<file path="config.mk">
export PLATFORM = sky130hd
export DESIGN_NAME = mem_arbiter2
export DESIGN_NICKNAME = d
export VERILOG_FILES = /design/src/rtl/mem_arbiter2_pkg.sv /design/src/rtl/mem_arbiter2_mux.sv /design/src/rtl/mem_arbiter2.sv
export SDC_FILE = /design/constraint.sdc
export NUM_CORES = 1
export LEC_CHECK = 0
export ABC_AREA = 1
export BUFFER_PORTS_ARGS = -buffer_cell sky130_fd_sc_hd__buf_2
export CORE_AREA = 2 2 121 123
export CTS_CLUSTER_DIAMETER = 80
export CTS_CLUSTER_SIZE = 30
export DETAILED_ROUTE_END_ITERATION = 7
export DIE_AREA = 0 0 123 125
export PLACE_DENSITY = 0.45
export SKIP_CTS_REPAIR_TIMING = 1
export SLEW_MARGIN = 25
export SYNTH_ARGS = -nofsm -noshare
export SYNTH_HDL_FRONTEND = slang
export SYNTH_SLANG_ARGS = --single-unit
</file>
<file path="constraint.sdc">
create_clock -name clk -period 4 [get_ports clk]
set_input_delay 0.8 -clock clk [delete_from_list [all_inputs] [get_ports clk]]
set_output_delay 0.8 -clock clk [all_outputs]
set_load 0.005 [all_outputs]
</file>
<file path="src/rtl/mem_arbiter2_pkg.sv">
// Shared definitions for the two-master picorv32 native-memory arbiter.
// State encodings, one-hot grant constants and the request-field bundle live here.
package mem_arbiter2_pkg;

    localparam logic [1:0] IDLE = 2'd0;
    localparam logic [1:0] OWN0 = 2'd1;
    localparam logic [1:0] OWN1 = 2'd2;

    localparam logic [1:0] GRANT_NONE = 2'b00;
    localparam logic [1:0] GRANT_M0   = 2'b01;
    localparam logic [1:0] GRANT_M1   = 2'b10;

    localparam logic [31:0] ERR_RDATA_DEFAULT = 32'hDEADBEEF;

    typedef struct packed {
        logic        instr;
        logic [31:0] addr;
        logic [31:0] wdata;
        logic [3:0]  wstrb;
    } mem_req_t;

    // The grant output doubles as the externally visible FSM state.
    function automatic logic [1:0] state_to_grant(input logic [1:0] st);
        case (st)
            OWN0:    return GRANT_M0;
            OWN1:    return GRANT_M1;
            default: return GRANT_NONE;
        endcase
    endfunction

endpackage

</file>
<file path="src/rtl/mem_arbiter2_mux.sv">
// Owner-select mux for the slave request fields; outputs all-zero when nobody owns the port.
module mem_arbiter2_mux
    import mem_arbiter2_pkg::*;
(
    input  logic [1:0] grant,
    input  logic       m0_valid,
    input  mem_req_t   m0_req,
    input  logic       m1_valid,
    input  mem_req_t   m1_req,
    output logic       sel_valid,
    output mem_req_t   sel_req
);

    always_comb begin
        sel_valid = 1'b0;
        sel_req   = '0;
        case (grant)
            GRANT_M0: begin
                sel_valid = m0_valid;
                sel_req   = m0_req;
            end
            GRANT_M1: begin
                sel_valid = m1_valid;
                sel_req   = m1_req;
            end
            default: begin
                sel_valid = 1'b0;
                sel_req   = '0;
            end
        endcase
    end

endmodule

</file>
<file path="src/rtl/mem_arbiter2.sv">
// Two-master round-robin arbiter for the picorv32 native memory interface.
// Define MEM_ARBITER_TIMEOUT_EN to force-complete transactions the slave never answers.
module mem_arbiter2
    import mem_arbiter2_pkg::*;
#(
    parameter int          TIMEOUT_CYCLES = 255,
    parameter logic [31:0] ERR_RDATA      = ERR_RDATA_DEFAULT
) (
    input  logic        clk,
    input  logic        resetn,
    input  logic        m0_valid,
    input  logic        m0_instr,
    input  logic [31:0] m0_addr,
    input  logic [31:0] m0_wdata,
    input  logic [3:0]  m0_wstrb,
    output logic        m0_ready,
    output logic [31:0] m0_rdata,
    input  logic        m1_valid,
    input  logic        m1_instr,
    input  logic [31:0] m1_addr,
    input  logic [31:0] m1_wdata,
    input  logic [3:0]  m1_wstrb,
    output logic        m1_ready,
    output logic [31:0] m1_rdata,
    output logic        s_valid,
    output logic        s_instr,
    output logic [31:0] s_addr,
    output logic [31:0] s_wdata,
    output logic [3:0]  s_wstrb,
    input  logic        s_ready,
    input  logic [31:0] s_rdata,
    output logic [1:0]  grant,
    output logic        timeout_pulse
);

    // Handshake: a master holds valid and its fields stable until it sees ready for
    // one cycle; ready is combinational from the slave, so completion costs no cycle.
    logic [1:0] state_q, state_d;
    logic       rr_last_q, rr_last_d;
    logic       own0, own1, sel_valid, complete, timeout;
    mem_req_t   m0_req, m1_req, sel_req;

    assign m0_req = '{instr: m0_instr, addr: m0_addr, wdata: m0_wdata, wstrb: m0_wstrb};
    assign m1_req = '{instr: m1_instr, addr: m1_addr, wdata: m1_wdata, wstrb: m1_wstrb};

    assign own0  = (state_q == OWN0);
    assign own1  = (state_q == OWN1);
    assign grant = state_to_grant(state_q);

    mem_arbiter2_mux u_mux (
        .grant     (grant),
        .m0_valid  (m0_valid),
        .m0_req    (m0_req),
        .m1_valid  (m1_valid),
        .m1_req    (m1_req),
        .sel_valid (sel_valid),
        .sel_req   (sel_req)
    );

`ifdef MEM_ARBITER_TIMEOUT_EN
    localparam int CNT_W = $clog2(TIMEOUT_CYCLES + 1);
    localparam logic [CNT_W-1:0] CNT_MAX = CNT_W'(TIMEOUT_CYCLES);

    logic [CNT_W-1:0] wait_cnt_q, wait_cnt_d;

    // A real s_ready in the limit cycle wins over the forced completion.
    assign timeout = (own0 || own1) && sel_valid && !s_ready && (wait_cnt_q == CNT_MAX);

    always_comb begin
        wait_cnt_d = wait_cnt_q;
        if (state_q == IDLE) begin
            wait_cnt_d = '0;
        end else if (sel_valid && !s_ready && (wait_cnt_q != CNT_MAX)) begin
            wait_cnt_d = wait_cnt_q + 1'b1;
        end
    end

    always_ff @(posedge clk) begin
        if (!resetn) begin
            wait_cnt_q <= '0;
        end else begin
            wait_cnt_q <= wait_cnt_d;
        end
    end
`else
    logic [31:0] unused_cfg;

    assign timeout    = 1'b0;
    assign unused_cfg = ERR_RDATA ^ 32'(TIMEOUT_CYCLES);
`endif

    assign s_valid  = sel_valid && !timeout;
    assign s_instr  = sel_req.instr;
    assign s_addr   = sel_req.addr;
    assign s_wdata  = sel_req.wdata;
    assign s_wstrb  = sel_req.wstrb;
    assign complete = s_valid && s_ready;

    assign m0_ready      = own0 && (complete || timeout);
    assign m1_ready      = own1 && (complete || timeout);
    assign m0_rdata      = (own0 && timeout) ? ERR_RDATA : s_rdata;
    assign m1_rdata      = (own1 && timeout) ? ERR_RDATA : s_rdata;
    assign timeout_pulse = timeout;

    always_comb begin
        state_d   = state_q;
        rr_last_d = rr_last_q;
        case (state_q)
            IDLE: begin
                if (m0_valid && m1_valid) begin
                    state_d = rr_last_q ? OWN0 : OWN1;
                end else if (m0_valid) begin
                    state_d = OWN0;
                end else if (m1_valid) begin
                    state_d = OWN1;
                end
            end
            OWN0, OWN1: begin
                if (complete || timeout) begin
                    state_d   = IDLE;
                    rr_last_d = own1;
                end else if (!sel_valid) begin
                    // Owner abandoned the request: release without touching fairness.
                    state_d = IDLE;
                end
            end
            default: state_d = IDLE;
        endcase
    end

    always_ff @(posedge clk) begin
        if (!resetn) begin
            state_q   <= IDLE;
            rr_last_q <= 1'b1;
        end else begin
            state_q   <= state_d;
            rr_last_q <= rr_last_d;
        end
    end

endmodule

</file>
==> reports/metrics.csv <==
metric,value,unit
Max Fclk,353,MHz
DR iter-0 viols,60,
mux share of post-synthesis cell area,0,%
fraction of layout instances using a drive strength above 1,48.6,%
clock root buffer,clkbuf_16,
final setup skew,0.00239,ns
"Clk Latency, worst-skew pair",0.22,ns
yosys warns,0,
outcome,"complete, no violations",
Congestion Overflow GR,0,
worst hold-check path type,reg -> reg,
drt first pass iters,4,
PortBufs,216,
net count after synthesis,518,
vias in the first global route,2360,
Synth Register Bits,3,
clk sink count,3,
Initial Util,12.6,%
via count,2481,
number of fill cells in the layout,1704,
critical path's slowest cell,buf_4,
Worst Path Arrival,2.04,ns
final hold vios,0,
Core Rows,44,
Clock Power Share,27.6,%
setup TNS,0,ns
Clock Path Buffers,2,
overall routing resource usage,8.12,%
"wirelength, routed",6880,um
max-slew violation count,0,
logic gate share of total power,66.0,%
I/O Pins,314,
CP Cell Sequence,inv_1 -> ha_2 -> buf_4 -> buf_4 -> nand2_1 -> a21oi_1 -> buf_2,
Switching Fraction,43.9,%
RSZ-0062 raised after global routing,false,
die area,0.0154,sq mm
Die X-Extent,123,um
ANT nets after route,0,
chip height,125,um
Compound-Gate Fraction of Synth Area,20.4,%
Mean Syn Cell Area,5.32,sq um
first-pass GRT wire length,10600,um
DRC Markers,0,
Synth Area in Adders,3.48,%
Worst-Margin Slew,0.601,ns
area delta synth->final,44.6,%
Pleak,1.39,nW
post-synth cell types,16,
initial antenna violation count,0,
DP Wirelength,5560,um
cells after synthesis,338,
cell family with most CP delay,buffers and inverters,
CP bufs+invs,4,
Netlist Area Pre-Place,0.00180,sq mm
worst endpoint required time,3.20,ns
number of diodes,0,
Worst setup SP type,flip-flop,
sequential-to-total area share from yosys stat,3.34,%
"Reg clk slew, reported paths",0.03,ns
fin nets,654,
"most used cell, CP",buf_4,
minimum clock period,2.84,ns
Pwr Density,220,mW/mm^2
Setup CP Type,reg -> out,
htree depth,1,
Slew headroom,59.9,%
Reg power frac,6.3,%
Routed WL per cell,10.5,um
Tcrit/Tclk final,70.9,%
Vias/cell,3.78,
max_cap viols,0,
Synth Area in Simple Gates,34.8,%
RD Place Congestion,0.701,
pin count of the biggest net entering global routing,43,
Post-Synth XOR/XNOR Area,0,%
Core Box Area,0.0142,sq mm
Setup-failing EPs final,0,
crit-path max FO,42,
total CTS buffers,3,
maximum vdd ir drop,0.000150,V
CTS tree,done,
hold_ws,0.456,ns
Int Pwr,321,uW
largest family of logic cells by synthesized area,buffers and inverters,
Worst setup EP type,primary output,
max incr delay on CP,0.45,ns
P_sw,251,uW
-- worst min-delay path, stage by stage (launching register included) --
cell and delay, ns:
dfxtp_1 0.31, nand2_1 0.05, nand3_1 0.05
-- synth_stat cells --
library cell | count | area (sq um)
buf_6 | 7 | 78.8
nor2_1 | 7 | 26.3
nand2_2 | 1 | 6.26
clkbuf_1 | 5 | 18.8
inv_2 | 1 | 3.75
buf_4 | 66 | 495
a21oi_4 | 1 | 16.3
a21oi_1 | 70 | 350
ha_1 | 5 | 62.6
conb_1 | 1 | 3.75
nand2_1 | 148 | 556
dfxtp_1 | 3 | 60.1
nand3_1 | 3 | 15.0
inv_1 | 7 | 26.3
buf_2 | 11 | 55.1
nand2_4 | 2 | 22.5
-- metal layers --
layer / vias up / share of wire [%] / global-route usage (%)
li1: 1261 / - / -
met1: 1042 / 37 / 8.85
met2: 161 / 49 / 15.3
met3: 17 / 12 / 1.96
met4: 0 / 2.2 / 2.34
met5: - / 0 / 0
-- final cells by class --
cell class	count	area (sq um)	area share, %
repair buffers	220	1140	43.7
inverters	8	30.0	1.16
well taps	184	230	8.86
clock buffers	4	78.8	3.03
multi-input cells	238	1060	40.9
flip-flops and latches	3	60.1	2.31
-- power by group through the flow --
| stage | logic [mW] | registers [mW] | clock network (mW) |
|---|---|---|---|
| 2_1_floorplan | 0.279 | 0.0358 | 0 |
| 5_1_grt | 0.437 | 0.0366 | 0.165 |
| 6_report | 0.378 | 0.0362 | 0.158 |
| 4_1_cts | 0.388 | 0.0363 | 0.162 |
| 3_3_place_gp | 0.394 | 0.0364 | 0 |
| 3_5_place_dp | 0.386 | 0.0366 | 0 |
-- final timing paths --
kind / from / to / slack [ns] / cells after the start
setup reg to reg: state_q[1] / rr_last_q / 2.34 / 7
hold reg to reg: rr_last_q / rr_last_q / 0.46 / 2
setup / recovery: state_q[0] / s_wdata[25] / 1.16 / 7
hold / removal: rr_last_q / rr_last_q / 0.46 / 2
-- through the flow --
step	power (mW)	area, sq um	worst slack (ns)	utilization (%)	instances
floorplan	0.315	1800	1.98	-	338
global placement	0.430	2520	1.35	17.7	653
detailed placement	0.423	2520	1.34	17.7	653
CTS	0.586	2600	1.10	18.3	657
global route	0.638	2600	0.881	18.3	657
finish	0.572	2600	1.16	18.3	657
-- kinds of logic (layout without fill, tap and decap cells) --
group           after synthesis  after routing
compound gates               71             71
fa+ha+maj                     5              5
buf+inv                      97            232
flops                         3              3
other cells                   1              1
simple gates                161            161
-- state kept, by name, indices dropped and copies added, names as in the netlist --
signal / cells
state_q: 2
rr_last_q: 1
-- layout by cell type, fill, tap and decap left out --
master / synthesis / final
clkbuf_1: 5 / 1
conb_1: 1 / 1
nand2_4: 2 / 2
inv_2: 1 / 1
ha_2: 0 / 2
a21oi_4: 1 / 1
nand2_1: 148 / 148
buf_12: 0 / 2
nor2_1: 7 / 7
ha_1: 5 / 3
clkbuf_16: 0 / 3
buf_4: 66 / 2
inv_1: 7 / 7
nand3_1: 3 / 3
buf_2: 11 / 216
nand2_2: 1 / 1
a21oi_1: 70 / 70
dfxtp_1: 3 / 3
No activity file was read; power rests on OpenSTA's default activity.
